==> config.mk <==
export PLATFORM = sky130hd
export DESIGN_NAME = screen_ctrl_flat
export DESIGN_NICKNAME = d
export VERILOG_FILES = /design/src/rtl/vga_pkg.sv /design/src/rtl/vga_if.sv /design/src/rtl/btn_sync_edge.sv /design/src/rtl/screen_ctrl.sv /design/src/flat_wrapper.sv
export SDC_FILE = /design/constraint.sdc
export NUM_CORES = 1
export LEC_CHECK = 0
export ABC_AREA = 1
export BUFFER_PORTS_ARGS = -buffer_cell sky130_fd_sc_hd__buf_2
export CORE_AREA = 3 3 102 104
export DETAILED_ROUTE_END_ITERATION = 8
export DIE_AREA = 0 0 105 107
export HOLD_SLACK_MARGIN = 0.1
export SYNTH_ARGS = -nofsm -noshare
export SYNTH_HDL_FRONTEND = slang
export SYNTH_HIERARCHICAL = 1
export SYNTH_SLANG_ARGS = --single-unit
==> constraint.sdc <==
create_clock -name clk -period 3.3 [get_ports clk]
set_clock_uncertainty 0.15 [all_clocks]
set_input_delay 0.495 -clock clk [delete_from_list [all_inputs] [get_ports clk]]
set_output_delay 0.495 -clock clk [all_outputs]
set_load 0.005 [all_outputs]
==> src/rtl/vga_pkg.sv <==
// Shared VGA/screen types and default frame limits for the game display path.
package vga_pkg;

  typedef enum logic [1:0] {
    SCR_START  = 2'd0,
    SCR_PLAY   = 2'd1,
    SCR_FINISH = 2'd2
  } screen_t;

  localparam int MIN_FINISH_FRAMES_DEF     = 60;
  localparam int FINISH_TIMEOUT_FRAMES_DEF = 600;

  localparam int HW    = 11;
  localparam int VW    = 11;
  localparam int RGB_W = 12;

  typedef struct packed {
    logic [VW-1:0]    vcount;
    logic             vsync;
    logic             vblnk;
    logic [HW-1:0]    hcount;
    logic             hsync;
    logic             hblnk;
    logic [RGB_W-1:0] rgb;
  } vga_t;

endpackage

==> src/rtl/vga_if.sv <==
// One VGA stream: timing fields plus pixel colour.
interface vga_if;
  import vga_pkg::*;

  logic [VW-1:0]    vcount;
  logic             vsync;
  logic             vblnk;
  logic [HW-1:0]    hcount;
  logic             hsync;
  logic             hblnk;
  logic [RGB_W-1:0] rgb;

  modport in (
    input vcount, vsync, vblnk,
    input hcount, hsync, hblnk,
    input rgb
  );

  modport out (
    output vcount, vsync, vblnk,
    output hcount, hsync, hblnk,
    output rgb
  );
endinterface

==> src/rtl/btn_sync_edge.sv <==
// Two-flop synchronizer for a raw button plus a registered rising-edge pulse.
module btn_sync_edge (
  input  logic clk,
  input  logic rst,
  input  logic btn,
  output logic pulse
);

  logic meta;
  logic sync;
  logic sync_d;

  always_ff @(posedge clk) begin
    if (rst) begin
      meta   <= 1'b0;
      sync   <= 1'b0;
      sync_d <= 1'b0;
      pulse  <= 1'b0;
    end else begin
      meta   <= btn;
      sync   <= meta;
      sync_d <= sync;
      pulse  <= sync & ~sync_d;
    end
  end

endmodule

==> src/rtl/screen_ctrl.sv <==
// START/PLAY/FINISH screen sequencer and frame-aligned VGA source mux.
// Optional FINISH auto-return: define SCREEN_CTRL_TIMEOUT_EN.
module screen_ctrl
  import vga_pkg::*;
#(
  parameter int MIN_FINISH_FRAMES     = MIN_FINISH_FRAMES_DEF,
  parameter int FINISH_TIMEOUT_FRAMES = FINISH_TIMEOUT_FRAMES_DEF,
  parameter int CNT_W                 = 10
) (
  input  logic       clk,
  input  logic       rst,
  input  logic       btn_start,
  input  logic       game_over,
  vga_if.in          vga_start,
  vga_if.in          vga_game,
  vga_if.in          vga_finish,
  vga_if.out         vga_out,
  output logic [1:0] screen,
  output logic       game_active,
  output logic       game_rst
);

  if ((2**CNT_W) <= MIN_FINISH_FRAMES ||
      (2**CNT_W) <= FINISH_TIMEOUT_FRAMES) begin : g_cnt_w_check
    $error("CNT_W too small for frame limits");
  end

  localparam logic [CNT_W-1:0] CNT_MAX = '1;
  localparam logic [CNT_W-1:0] MIN_CNT = CNT_W'(MIN_FINISH_FRAMES);

  logic                btn_edge;
  screen_t             state;
  logic                pend_valid;
  screen_t             pend_target;
  logic [CNT_W-1:0]    frame_cnt;
  logic                vblnk_d;
  logic                fb;
  logic                commit;
  logic                legal;
  logic                timeout_req;
  logic                req_valid;
  screen_t             req_target;
  vga_t                src;
  vga_t                out_q;

  btn_sync_edge u_btn (
    .clk   (clk),
    .rst   (rst),
    .btn   (btn_start),
    .pulse (btn_edge)
  );

  assign fb     = vga_start.vblnk & ~vblnk_d;
  assign commit = fb & pend_valid;
  assign legal  = (state == SCR_START) ||
                  (state == SCR_PLAY)  ||
                  (state == SCR_FINISH);

`ifdef SCREEN_CTRL_TIMEOUT_EN
  localparam logic [CNT_W-1:0] TO_CNT = CNT_W'(FINISH_TIMEOUT_FRAMES);
  assign timeout_req = (state == SCR_FINISH) && (frame_cnt >= TO_CNT);
`else
  assign timeout_req = 1'b0;
`endif

  always_comb begin
    req_valid  = 1'b0;
    req_target = SCR_START;
    case (state)
      SCR_START: begin
        if (btn_edge) begin
          req_valid  = 1'b1;
          req_target = SCR_PLAY;
        end
      end
      SCR_PLAY: begin
        if (game_over) begin
          req_valid  = 1'b1;
          req_target = SCR_FINISH;
        end
      end
      SCR_FINISH: begin
        // an early press is dropped, not held until the lockout expires
        if ((btn_edge && frame_cnt >= MIN_CNT) || timeout_req) begin
          req_valid  = 1'b1;
          req_target = SCR_START;
        end
      end
      default: ;
    endcase
  end

  always_ff @(posedge clk) begin
    if (rst) begin
      state       <= SCR_START;
      pend_valid  <= 1'b0;
      pend_target <= SCR_START;
      frame_cnt   <= '0;
      vblnk_d     <= 1'b0;
    end else begin
      vblnk_d <= vga_start.vblnk;
      if (!legal) begin
        state      <= SCR_START;
        pend_valid <= 1'b0;
      end else if (commit) begin
        state      <= pend_target;
        pend_valid <= 1'b0;
      end else if (!pend_valid && req_valid) begin
        pend_valid  <= 1'b1;
        pend_target <= req_target;
      end
      if (commit && pend_target == SCR_FINISH)
        frame_cnt <= '0;
      else if (state == SCR_FINISH && fb && frame_cnt != CNT_MAX)
        frame_cnt <= frame_cnt + 1'b1;
    end
  end

  assign screen      = state;
  assign game_active = (state == SCR_PLAY);
  assign game_rst    = commit && (pend_target == SCR_PLAY);

  always_comb begin
    case (state)
      SCR_PLAY: src = '{vga_game.vcount, vga_game.vsync,
                        vga_game.vblnk, vga_game.hcount,
                        vga_game.hsync, vga_game.hblnk,
                        vga_game.rgb};
      SCR_FINISH: src = '{vga_finish.vcount, vga_finish.vsync,
                          vga_finish.vblnk, vga_finish.hcount,
                          vga_finish.hsync, vga_finish.hblnk,
                          vga_finish.rgb};
      default: src = '{vga_start.vcount, vga_start.vsync,
                       vga_start.vblnk, vga_start.hcount,
                       vga_start.hsync, vga_start.hblnk,
                       vga_start.rgb};
    endcase
  end

  always_ff @(posedge clk) begin
    if (rst) out_q <= '0;
    else     out_q <= src;
  end

  assign vga_out.vcount = out_q.vcount;
  assign vga_out.vsync  = out_q.vsync;
  assign vga_out.vblnk  = out_q.vblnk;
  assign vga_out.hcount = out_q.hcount;
  assign vga_out.hsync  = out_q.hsync;
  assign vga_out.hblnk  = out_q.hblnk;
  assign vga_out.rgb    = out_q.rgb;

endmodule

==> src/flat_wrapper.sv <==
// flat-port wrapper written by rule: the top's interface ports become plain ports
module screen_ctrl_flat import vga_pkg::*;
#(
  parameter int MIN_FINISH_FRAMES     = MIN_FINISH_FRAMES_DEF,
  parameter int FINISH_TIMEOUT_FRAMES = FINISH_TIMEOUT_FRAMES_DEF,
  parameter int CNT_W                 = 10
)
  (clk, rst, btn_start, game_over, screen, game_active, game_rst, vga_start_vcount, vga_start_vsync, vga_start_vblnk, vga_start_hcount, vga_start_hsync, vga_start_hblnk, vga_start_rgb, vga_game_vcount, vga_game_vsync, vga_game_vblnk, vga_game_hcount, vga_game_hsync, vga_game_hblnk, vga_game_rgb, vga_finish_vcount, vga_finish_vsync, vga_finish_vblnk, vga_finish_hcount, vga_finish_hsync, vga_finish_hblnk, vga_finish_rgb, vga_out_vcount, vga_out_vsync, vga_out_vblnk, vga_out_hcount, vga_out_hsync, vga_out_hblnk, vga_out_rgb);
  vga_if vga_start_i ();
  vga_if vga_game_i ();
  vga_if vga_finish_i ();
  vga_if vga_out_i ();
  input  logic clk;
  input  logic rst;
  input  logic btn_start;
  input  logic game_over;
  output logic [1:0] screen;
  output logic game_active;
  output logic game_rst;
  input wire logic [$bits(vga_start_i.vcount)-1:0] vga_start_vcount;
  input wire logic [$bits(vga_start_i.vsync)-1:0] vga_start_vsync;
  input wire logic [$bits(vga_start_i.vblnk)-1:0] vga_start_vblnk;
  input wire logic [$bits(vga_start_i.hcount)-1:0] vga_start_hcount;
  input wire logic [$bits(vga_start_i.hsync)-1:0] vga_start_hsync;
  input wire logic [$bits(vga_start_i.hblnk)-1:0] vga_start_hblnk;
  input wire logic [$bits(vga_start_i.rgb)-1:0] vga_start_rgb;
  input wire logic [$bits(vga_game_i.vcount)-1:0] vga_game_vcount;
  input wire logic [$bits(vga_game_i.vsync)-1:0] vga_game_vsync;
  input wire logic [$bits(vga_game_i.vblnk)-1:0] vga_game_vblnk;
  input wire logic [$bits(vga_game_i.hcount)-1:0] vga_game_hcount;
  input wire logic [$bits(vga_game_i.hsync)-1:0] vga_game_hsync;
  input wire logic [$bits(vga_game_i.hblnk)-1:0] vga_game_hblnk;
  input wire logic [$bits(vga_game_i.rgb)-1:0] vga_game_rgb;
  input wire logic [$bits(vga_finish_i.vcount)-1:0] vga_finish_vcount;
  input wire logic [$bits(vga_finish_i.vsync)-1:0] vga_finish_vsync;
  input wire logic [$bits(vga_finish_i.vblnk)-1:0] vga_finish_vblnk;
  input wire logic [$bits(vga_finish_i.hcount)-1:0] vga_finish_hcount;
  input wire logic [$bits(vga_finish_i.hsync)-1:0] vga_finish_hsync;
  input wire logic [$bits(vga_finish_i.hblnk)-1:0] vga_finish_hblnk;
  input wire logic [$bits(vga_finish_i.rgb)-1:0] vga_finish_rgb;
  output wire logic [$bits(vga_out_i.vcount)-1:0] vga_out_vcount;
  output wire logic [$bits(vga_out_i.vsync)-1:0] vga_out_vsync;
  output wire logic [$bits(vga_out_i.vblnk)-1:0] vga_out_vblnk;
  output wire logic [$bits(vga_out_i.hcount)-1:0] vga_out_hcount;
  output wire logic [$bits(vga_out_i.hsync)-1:0] vga_out_hsync;
  output wire logic [$bits(vga_out_i.hblnk)-1:0] vga_out_hblnk;
  output wire logic [$bits(vga_out_i.rgb)-1:0] vga_out_rgb;
  assign vga_start_i.vcount = vga_start_vcount;
  assign vga_start_i.vsync = vga_start_vsync;
  assign vga_start_i.vblnk = vga_start_vblnk;
  assign vga_start_i.hcount = vga_start_hcount;
  assign vga_start_i.hsync = vga_start_hsync;
  assign vga_start_i.hblnk = vga_start_hblnk;
  assign vga_start_i.rgb = vga_start_rgb;
  assign vga_game_i.vcount = vga_game_vcount;
  assign vga_game_i.vsync = vga_game_vsync;
  assign vga_game_i.vblnk = vga_game_vblnk;
  assign vga_game_i.hcount = vga_game_hcount;
  assign vga_game_i.hsync = vga_game_hsync;
  assign vga_game_i.hblnk = vga_game_hblnk;
  assign vga_game_i.rgb = vga_game_rgb;
  assign vga_finish_i.vcount = vga_finish_vcount;
  assign vga_finish_i.vsync = vga_finish_vsync;
  assign vga_finish_i.vblnk = vga_finish_vblnk;
  assign vga_finish_i.hcount = vga_finish_hcount;
  assign vga_finish_i.hsync = vga_finish_hsync;
  assign vga_finish_i.hblnk = vga_finish_hblnk;
  assign vga_finish_i.rgb = vga_finish_rgb;
  assign vga_out_vcount = vga_out_i.vcount;
  assign vga_out_vsync = vga_out_i.vsync;
  assign vga_out_vblnk = vga_out_i.vblnk;
  assign vga_out_hcount = vga_out_i.hcount;
  assign vga_out_hsync = vga_out_i.hsync;
  assign vga_out_hblnk = vga_out_i.hblnk;
  assign vga_out_rgb = vga_out_i.rgb;
  screen_ctrl #(.MIN_FINISH_FRAMES(MIN_FINISH_FRAMES), .FINISH_TIMEOUT_FRAMES(FINISH_TIMEOUT_FRAMES), .CNT_W(CNT_W)) u_core (.clk(clk), .rst(rst), .btn_start(btn_start), .game_over(game_over), .vga_start(vga_start_i), .vga_game(vga_game_i), .vga_finish(vga_finish_i), .vga_out(vga_out_i), .screen(screen), .game_active(game_active), .game_rst(game_rst));
endmodule
==> flow_summary.toml, run 1 <==
[setup_path]
reg2reg_from = "u_core/screen[0]"
setup.worst_path.start = "u_core/screen[0]"
critPathMaxFanout = 15
end_kind = "register"
arrival_ns = 2.28
start_kind = "register"
crit_type = "reg -> reg"
critPathRequiredTime_ns = 3.40

[global_routing]
grt_pass1_vias = 2976
grt_overflow = 0
grt_start_max_net_pins = 57
antenna_found_initial = 0
gr-usage-all-layers_pct = 14.72
grt_pass1_wl_mm = 13.30

[floorplan]
coreArea_sq_mm = 0.009639
die_w_microns = 105
initial_core_util_pct = 29.58
die_area_sq_mm = 0.01124
core.rowCount = 36
boundaryPins = 160
die_y_microns = 107

[synth]
yosysTopAreaCell = "dfxtp_1"
yosysWarningCount = 6
synth_area_per_cell_sq_um = 7.147
yosysUniqueCellTypes = 28
yosysSeqAreaShare_pct = 40.72
synth.top_cell.area_share_pct = 40.72
synth_area_leaders = "dfxtp_1, nand2_1, a31o_2"
synth_nets = 523
syn_inst = 399
synth_seq_cells = 58
netlist_area_sq_mm = 0.002851

[detailed_routing]
vias = 3058
drtIter0Drc = 161
route.detailed.drc = 0
ant_nets = 0
wl_per_cell_microns = 12.04
viasPerCell = 4.432
wl_mm = 8.311
drt_pass1_iterations = 4

[worst_hold_path]
min_from = "btn_start"
hold_path_class = "in -> reg"

[layout]
nFillCells = 1054
layoutNonFillerInstCount = 690
final-seq-area_sq_mm = 0.001161
drive_gt1_share_pct = 39.14
multi_input_area_sq_mm = 0.001360
final_nets = 676
antenna_cells = 0
area_growth_pct = 37.56

[sta]
fin_crit_sh_pct = 66.22
rsz0062_at_grt = "no"
maxSlewViolCount = 0
setup_viol = 0
timing_hold_violations_final = 0
fmax_mhz = 457.6
holdWs_ns = 0.2307
period_minus_slack_ns = 2.185
worstMarginPinSlew_ns = 0.6264
relSlewSlack_pct = 58.18
fin_setup_tns_ns = 0

[clocking]
clkTransAtPathRegs_ns = 0.06
cts_inserted_buffers = 9
cts_hold_buf = 0
cts_setup_buffers = 0
cts_tree = "built"
cts-root-buf = "clkbuf_8"
cts.sinks = 58
clock_path_buffers = 2
cts-htree-levels = 3
clock_latency_ns = 0.33
ctsResizeCount = 0

[pwr]
p_seq_share_pct = 50.6
pwr-share-clk_pct = 38.4
ir_drop_mv = 0.1935
power.density_mw_per_mm2 = 371.7
intPower_mw = 1.114
swShare_pct = 23.59
total_leakage_power_nw = 2.040
switchingPower_mw = 0.3439
combinationalPowerShare_pct = 11.0

[flow_run]
cap_violations = 0

[placed_design]
place_congestion = 0.8029
hpwl_mm = 6.134
io_buffers = 159
dp_cells = 674

[status]
status = "finished, final reports clean"
[routing by layer]
metal / vias to the layer above / part of all wire, % / global-route usage (%)
met4: 0 / 0.96 / 5.248
met3: 9 / 7.7 / 5.719
met2: 103 / 50 / 25.34
li1: 1571 / - / -
met5: - / 0 / 0
met1: 1375 / 41 / 16.56
[power by group through the flow]
stage          combinational [mW]  clock, mW  sequential, mW
5_1_grt                     0.182      0.621           0.740
2_1_floorplan              0.0545          0           0.757
3_3_place_gp                0.161          0           0.753
3_5_place_dp                0.163          0           0.753
4_1_cts                     0.163      0.593           0.738
6_report                    0.160      0.560           0.737
[worst max-delay path, cell delays in order (launching register included)]
cell and delay (ns):
dfxtp_1 0.34, inv_1 0.13, ha_1 0.57, nor3b_2 0.39, nand2_4 0.14, inv_2 0.16
nand2_1 0.08, a21oi_1 0.14
[cells by family (layout without fill, tap and decap cells)]
group,count (synthesis),in the layout,synth area share (%)
flip-flops,58,58,40.72
AND/OR/NAND/NOR,154,154,21.76
AO/OA/AOI/OAI,92,92,21.68
XOR/XNOR,5,5,1.536
buffers and inverters,84,242,11.67
adder cells (fa/ha/maj),6,6,2.633
[cells in the final DEF (no fill, tap or decap), drive strengths merged]
cell / instances
a21oi: 12
a22o: 1
a31o: 36
buf: 162
clkbuf: 13
clkinv: 3
dfxtp: 58
ha: 6
inv: 64
nand2: 127
nand3: 6
nand4: 2
nor2: 18
nor3b: 1
o211ai: 1
o21ai: 39
o21bai: 1
o22ai: 2
xnor2: 2
xor2: 3
[final timing paths]
kind                                             to  slack (ns)  cells past startpoint
worst max-delay path            u_core/frame_cnt[9]        1.11                      7
worst min-delay path              u_core/u_btn/meta        0.23                      3
worst max register to register  u_core/frame_cnt[9]        1.11                      7
worst min register to register   u_core/u_btn/pulse        0.25                      1
[state kept, by name, summed over array words and instances (netlist names)]
| name | cells |
|---|---|
| u_core/vga_out.rgb | 12 |
| u_core/vga_out.hcount | 11 |
| u_core/vga_out.vcount | 11 |
| u_core/frame_cnt | 10 |
| u_core/pend_target | 2 |
| u_core/screen | 2 |
| u_core/pend_valid | 1 |
| u_core/u_btn/meta | 1 |
| u_core/u_btn/pulse | 1 |
| u_core/u_btn/sync | 1 |
| u_core/u_btn/sync_d | 1 |
| u_core/vblnk_d | 1 |
| u_core/vga_out.hblnk | 1 |
| u_core/vga_out.hsync | 1 |
| u_core/vga_out.vblnk | 1 |
| u_core/vga_out.vsync | 1 |
[synthesized netlist by cell type, drive strengths merged]
| cell type | number |
|---|---|
| nand2 | 127 |
| inv | 64 |
| dfxtp | 58 |
| o21ai | 39 |
| a31o | 36 |
| nor2 | 18 |
| a21oi | 12 |
| buf | 11 |
| clkbuf | 9 |
| ha | 6 |
| nand3 | 6 |
| xor2 | 3 |
| nand4 | 2 |
| o22ai | 2 |
| xnor2 | 2 |
| a22o | 1 |
| nor3b | 1 |
| o211ai | 1 |
| o21bai | 1 |
[cell type report]
type | instances | area share [%]
flip-flops and latches | 58 | 29.60
well taps | 133 | 4.242
repair buffers | 162 | 21.18
clock inverters | 3 | 0.3828
inverters | 64 | 6.124
multi-input cells | 257 | 34.67
clock buffers | 13 | 3.796
[metrics by stage]
step / cell area [sq um] / setup slack, ns / power [mW] / utilization [%]
after floorplan: 2851 / 1.654 / 0.8117 / -
after global placement: 3759 / 1.264 / 0.9139 / 38.99
after detailed placement: 3759 / 1.103 / 0.9158 / 38.99
after CTS: 3923 / 1.060 / 1.494 / 40.69
after global routing: 3923 / 0.9031 / 1.543 / 40.69
final: 3923 / 1.115 / 1.458 / 40.69
No activity file was read; power rests on OpenSTA's default activity.
==> run 2: changes to the inputs <==
- clock period: 3.3 -> 1.8 ns (I/O delays scaled with it)
==> flow_summary.toml, run 2 (synthesized netlist as in run 1, its figures left out) <==
[placed_design]
place_congestion = 0.8255
post-place-ws_ns = 0.03960
placed_area_sq_mm = 0.003829
io_buffers = 159
hpwl_mm = 6.313

[clocking]
cts-root-buf = "clkbuf_8"
clock_path_buffers = 2
clkTransAtPathRegs_ns = 0.07
cts_setup_buffers = 0
cts-htree-levels = 3
clock_latency_ns = 0.33
cts_tree = "built"
cts.sinks = 58
cts_inserted_buffers = 9

[sta]
fin_ws_ns = 0.1093
setup_viol = 0
fmax_mhz = 591.5
relSlewSlack_pct = 79.29
worstMarginPinSlew_ns = 0.3095
period_minus_slack_ns = 1.691
fin_crit_sh_pct = 93.93
maxSlewViolCount = 0
timing_hold_violations_final = 0

[setup_path]
reg2reg_from = "u_core/screen[0]"
end_kind = "output port"
r2r_cells = 6
critPathMaxFanout = 7
crit_type = "reg -> out"
arrival_ns = 1.27
regToRegEndpoint = "u_core/vga_out.rgb[0]"
start_kind = "register"
critPathRequiredTime_ns = 1.38
rrSetupSlack_ns = 0.12

[layout]
largest_register_ff_count = 12
drive_gt1_share_pct = 40.07
final_common_cell = "buf_2"
area_growth_pct = 45.20
final_area_sq_mm = 0.004140
final_cell_mix = "buf_2, nand2_1, inv_1"
final-seq-area_sq_mm = 0.001162
antenna_cells = 0
final_util_pct = 42.95
final_nets = 688
nFillCells = 1020
multi_input_area_sq_mm = 0.001379

[global_routing]
gr-usage-all-layers_pct = 14.26
grt_start_max_net_pins = 45
grt_pass1_vias = 2979
grt_pass1_wl_mm = 13.03
grt_overflow = 0
antenna_found_initial = 0

[detailed_routing]
wl_mm = 8.286
wl_per_cell_microns = 11.80
vias = 3135
drtIter0Drc = 141
viasPerCell = 4.466
drt_pass1_iterations = 4
ant_nets = 0
route.detailed.drc = 0

[flow_run]
cap_violations = 0

[floorplan]
initial_core_util_pct = 29.58
die_y_microns = 107
core.rowCount = 36
boundaryPins = 160
coreArea_sq_mm = 0.009639
die_w_microns = 105
die_area_sq_mm = 0.01124

[worst_hold_path]
min_from = "vga_game_vblnk"
hold_path_class = "in -> reg"
min_path_cells = 4
hold_end = "u_core/vga_out.vblnk"

[status]
status = "finished, final reports clean"

[pwr]
ir_drop_mv = 0.3244
total_leakage_power_nw = 2.136
power.density_mw_per_mm2 = 731.7
[run 2: worst max path at each step]
stage                     start  slack [ns]                       end  cells past startpoint
6_report       u_core/screen[1]        0.11               game_active                      3
5_1_grt        u_core/screen[0]      -0.002     u_core/pend_target[0]                     10
4_1_cts        u_core/screen[0]        0.02     u_core/vga_out.rgb[5]                      6
3_5_place_dp   u_core/screen[0]        0.04     u_core/vga_out.rgb[4]                      6
3_3_place_gp   u_core/screen[0]        0.09     u_core/vga_out.rgb[0]                      6
2_1_floorplan  u_core/screen[0]        0.15  u_core/vga_out.hcount[0]                      6
[run 2: worst max-delay path: stages, from the launching register on]
cell	delay (ns)
dfxtp_1	0.34
inv_1	0.15
ha_2	0.30
buf_2	0.15
[run 2: power by group]
group	internal, mW	switching [mW]	total (mW)
Combinational	0.188	0.127	0.314
Clock	0.856	0.507	1.36
Sequential	1.34	0.0148	1.35
Total	2.38	0.648	3.03
[run 2: timing repair]
action / 4_1_cts / 5_1_grt
hold endpoints to repair: 5 / 0
endpoints found under the setup margin: 0 / 46
gates resized for setup: 0 / 5
hold buffers: 6 / 0
[run 2: through the flow]
step,power [mW],instances,hold slack (ns),TNS [ns]
detailed placement,1.688,680,0.2378,0
CTS,3.091,702,0.1010,0
global placement,1.683,680,0.2400,0
global route,3.189,702,0.1201,-0.002905
finish,3.029,702,0.1291,0
floorplan,1.488,399,0.1891,0
[run 2: cell type report]
| class | instances | share of cell area [%] |
|---|---|---|
| Clock buffer | 12 | 3.747 |
| Clock inverter | 4 | 1.783 |
| Inverter | 64 | 5.863 |
| Multi-Input combinational cell | 257 | 33.30 |
| Sequential cell | 58 | 28.07 |
| Tap cell | 133 | 4.019 |
| Timing Repair Buffer | 174 | 23.21 |
[run 2: metal layers]
metal  wire, microns  up-vias  GRT usage, %
li1                -     1597             -
met1            3361     1431         15.56
met2            4177       96         25.57
met3             641       11         5.057
met4             106        0         4.967
met5               0        -             0
==> run 3: changes to the inputs <==
- clock period: 1.8 -> 2 ns (I/O delays scaled with it)
==> flow_summary.toml, run 3 (synthesized netlist as in run 1, its figures left out) <==
[global_routing]
gr-usage-all-layers_pct = 13.70
grt_start_max_net_pins = 65
grt_overflow = 0
grt_pass1_wl_mm = 12.48
grt_pass1_vias = 2767
antenna_found_initial = 0

[clocking]
cts.sinks = 58
clock_path_buffers = 2
clock_latency_ns = 0.33
cts-htree-levels = 3
cts_tree = "built"
cts_setup_buffers = 0
clkTransAtPathRegs_ns = 0.06
cts-root-buf = "clkbuf_8"
cts_inserted_buffers = 9

[pwr]
power.density_mw_per_mm2 = 633.8
total_leakage_power_nw = 2.093
ir_drop_mv = 0.2743

[setup_path]
critPathMaxFanout = 4
critPathRequiredTime_ns = 1.55
end_kind = "output port"
reg2reg_from = "u_core/screen[1]"
arrival_ns = 1.40
regToRegEndpoint = "u_core/vga_out.rgb[0]"
cp-endpoint = "game_rst"
setup.worst_path.start = "vga_start_vblnk"
start_kind = "input pin"
rrSetupSlack_ns = 0.24
crit_type = "in -> out"
r2r_cells = 6

[sta]
fin_ws_ns = 0.1463
fmax_mhz = 539.5
period_minus_slack_ns = 1.854
setup_viol = 0
relSlewSlack_pct = 74.83
holdWs_ns = 0.1111
timing_hold_violations_final = 0
rsz0062_at_grt = "no"
fin_setup_tns_ns = 0
worstMarginPinSlew_ns = 0.3770
fin_crit_sh_pct = 92.69
maxSlewViolCount = 0

[detailed_routing]
drt_pass1_iterations = 6
wl_per_cell_microns = 11.66
vias = 3082
viasPerCell = 4.422
drtIter0Drc = 136
route.detailed.drc = 0
wl_mm = 8.127
ant_nets = 0

[placed_design]
placed_area_sq_mm = 0.003809
hpwl_mm = 6.232
post-place-ws_ns = 0.2637
io_buffers = 159
place_congestion = 0.8092

[status]
status = "finished, final reports clean"

[floorplan]
core.rowCount = 36
die_area_sq_mm = 0.01124
boundaryPins = 160
initial_core_util_pct = 29.58
die_y_microns = 107
die_w_microns = 105
coreArea_sq_mm = 0.009639

[layout]
drive_gt1_share_pct = 40.07
final_area_sq_mm = 0.004034
nFillCells = 1041
area_growth_pct = 41.47
final_common_cell = "buf_2"
final_nets = 683
antenna_cells = 0
multi_input_area_sq_mm = 0.001365
largest_register_ff_count = 12
final-seq-area_sq_mm = 0.001161
final_cell_mix = "buf_2, nand2_1, inv_1"

[worst_hold_path]
hold_path_class = "in -> reg"

[flow_run]
cap_violations = 0
[run 3: where the power goes]
| group | switching (mW) | internal [mW] | total (mW) |
|---|---|---|---|
| Clock | 0.461 | 0.605 | 1.07 |
| Sequential | 0.0143 | 1.20 | 1.22 |
| Combinational | 0.111 | 0.162 | 0.273 |
| Total | 0.586 | 1.97 | 2.56 |
[run 3: how the worst min path moves through the flow]
stage	slack, ns	cells past startpoint	startpoint	to
final	0.11	3	game_over	u_core/pend_target[1]
after global routing	0.13	3	game_over	u_core/pend_target[1]
after CTS	0.10	3	game_over	u_core/pend_target[1]
after detailed placement	0.25	2	u_core/u_btn/meta	u_core/u_btn/sync
after global placement	0.24	1	u_core/u_btn/sync_d	u_core/u_btn/pulse
after floorplan	0.22	1	rst	u_core/pend_target[0]
[run 3: layout make-up]
| type | count | share of cell area (%) |
|---|---|---|
| multi-input combinational | 257 | 33.84 |
| sequential | 58 | 28.78 |
| timing repair buffer | 169 | 22.46 |
| inverter | 64 | 5.955 |
| tap | 133 | 4.125 |
| clock buffer | 11 | 3.505 |
| clock inverter | 5 | 1.334 |
[run 3: per-layer routing]
metal / vias to the layer above / routed length (microns) / GRT usage, %
met4: 0 / 105 / 5.061
met1: 1405 / 3412 / 15.71
li1: 1580 / - / -
met2: 86 / 4019 / 23.60
met5: - / 0 / 0
met3: 11 / 589 / 4.696
[run 3: what timing repair did]
| action | CTS | global route |
|---|---|---|
| hold buffers | 3 | 0 |
| hold endpoints to repair | 3 | 0 |
| setup endpoints to repair | 0 | 1 |
| gates resized for setup | 0 | 2 |
[run 3: through the flow]
step / util, % / power [mW] / cells
4_1_cts: 41.85 / 2.599 / 698
5_1_grt: 41.85 / 2.677 / 697
3_3_place_gp: 39.51 / 1.511 / 679
6_report: 41.85 / 2.557 / 697
2_1_floorplan: - / 1.339 / 399
3_5_place_dp: 39.51 / 1.516 / 679
[run 3: worst max-delay path: stages]
cell and delay, ns:
dlygate4sd3_1 0.54, inv_2 0.07, nor2_2 0.08, nand2_1 0.08, inv_2 0.07, nand2_2 0.05
nor2_1 0.10, buf_2 0.12
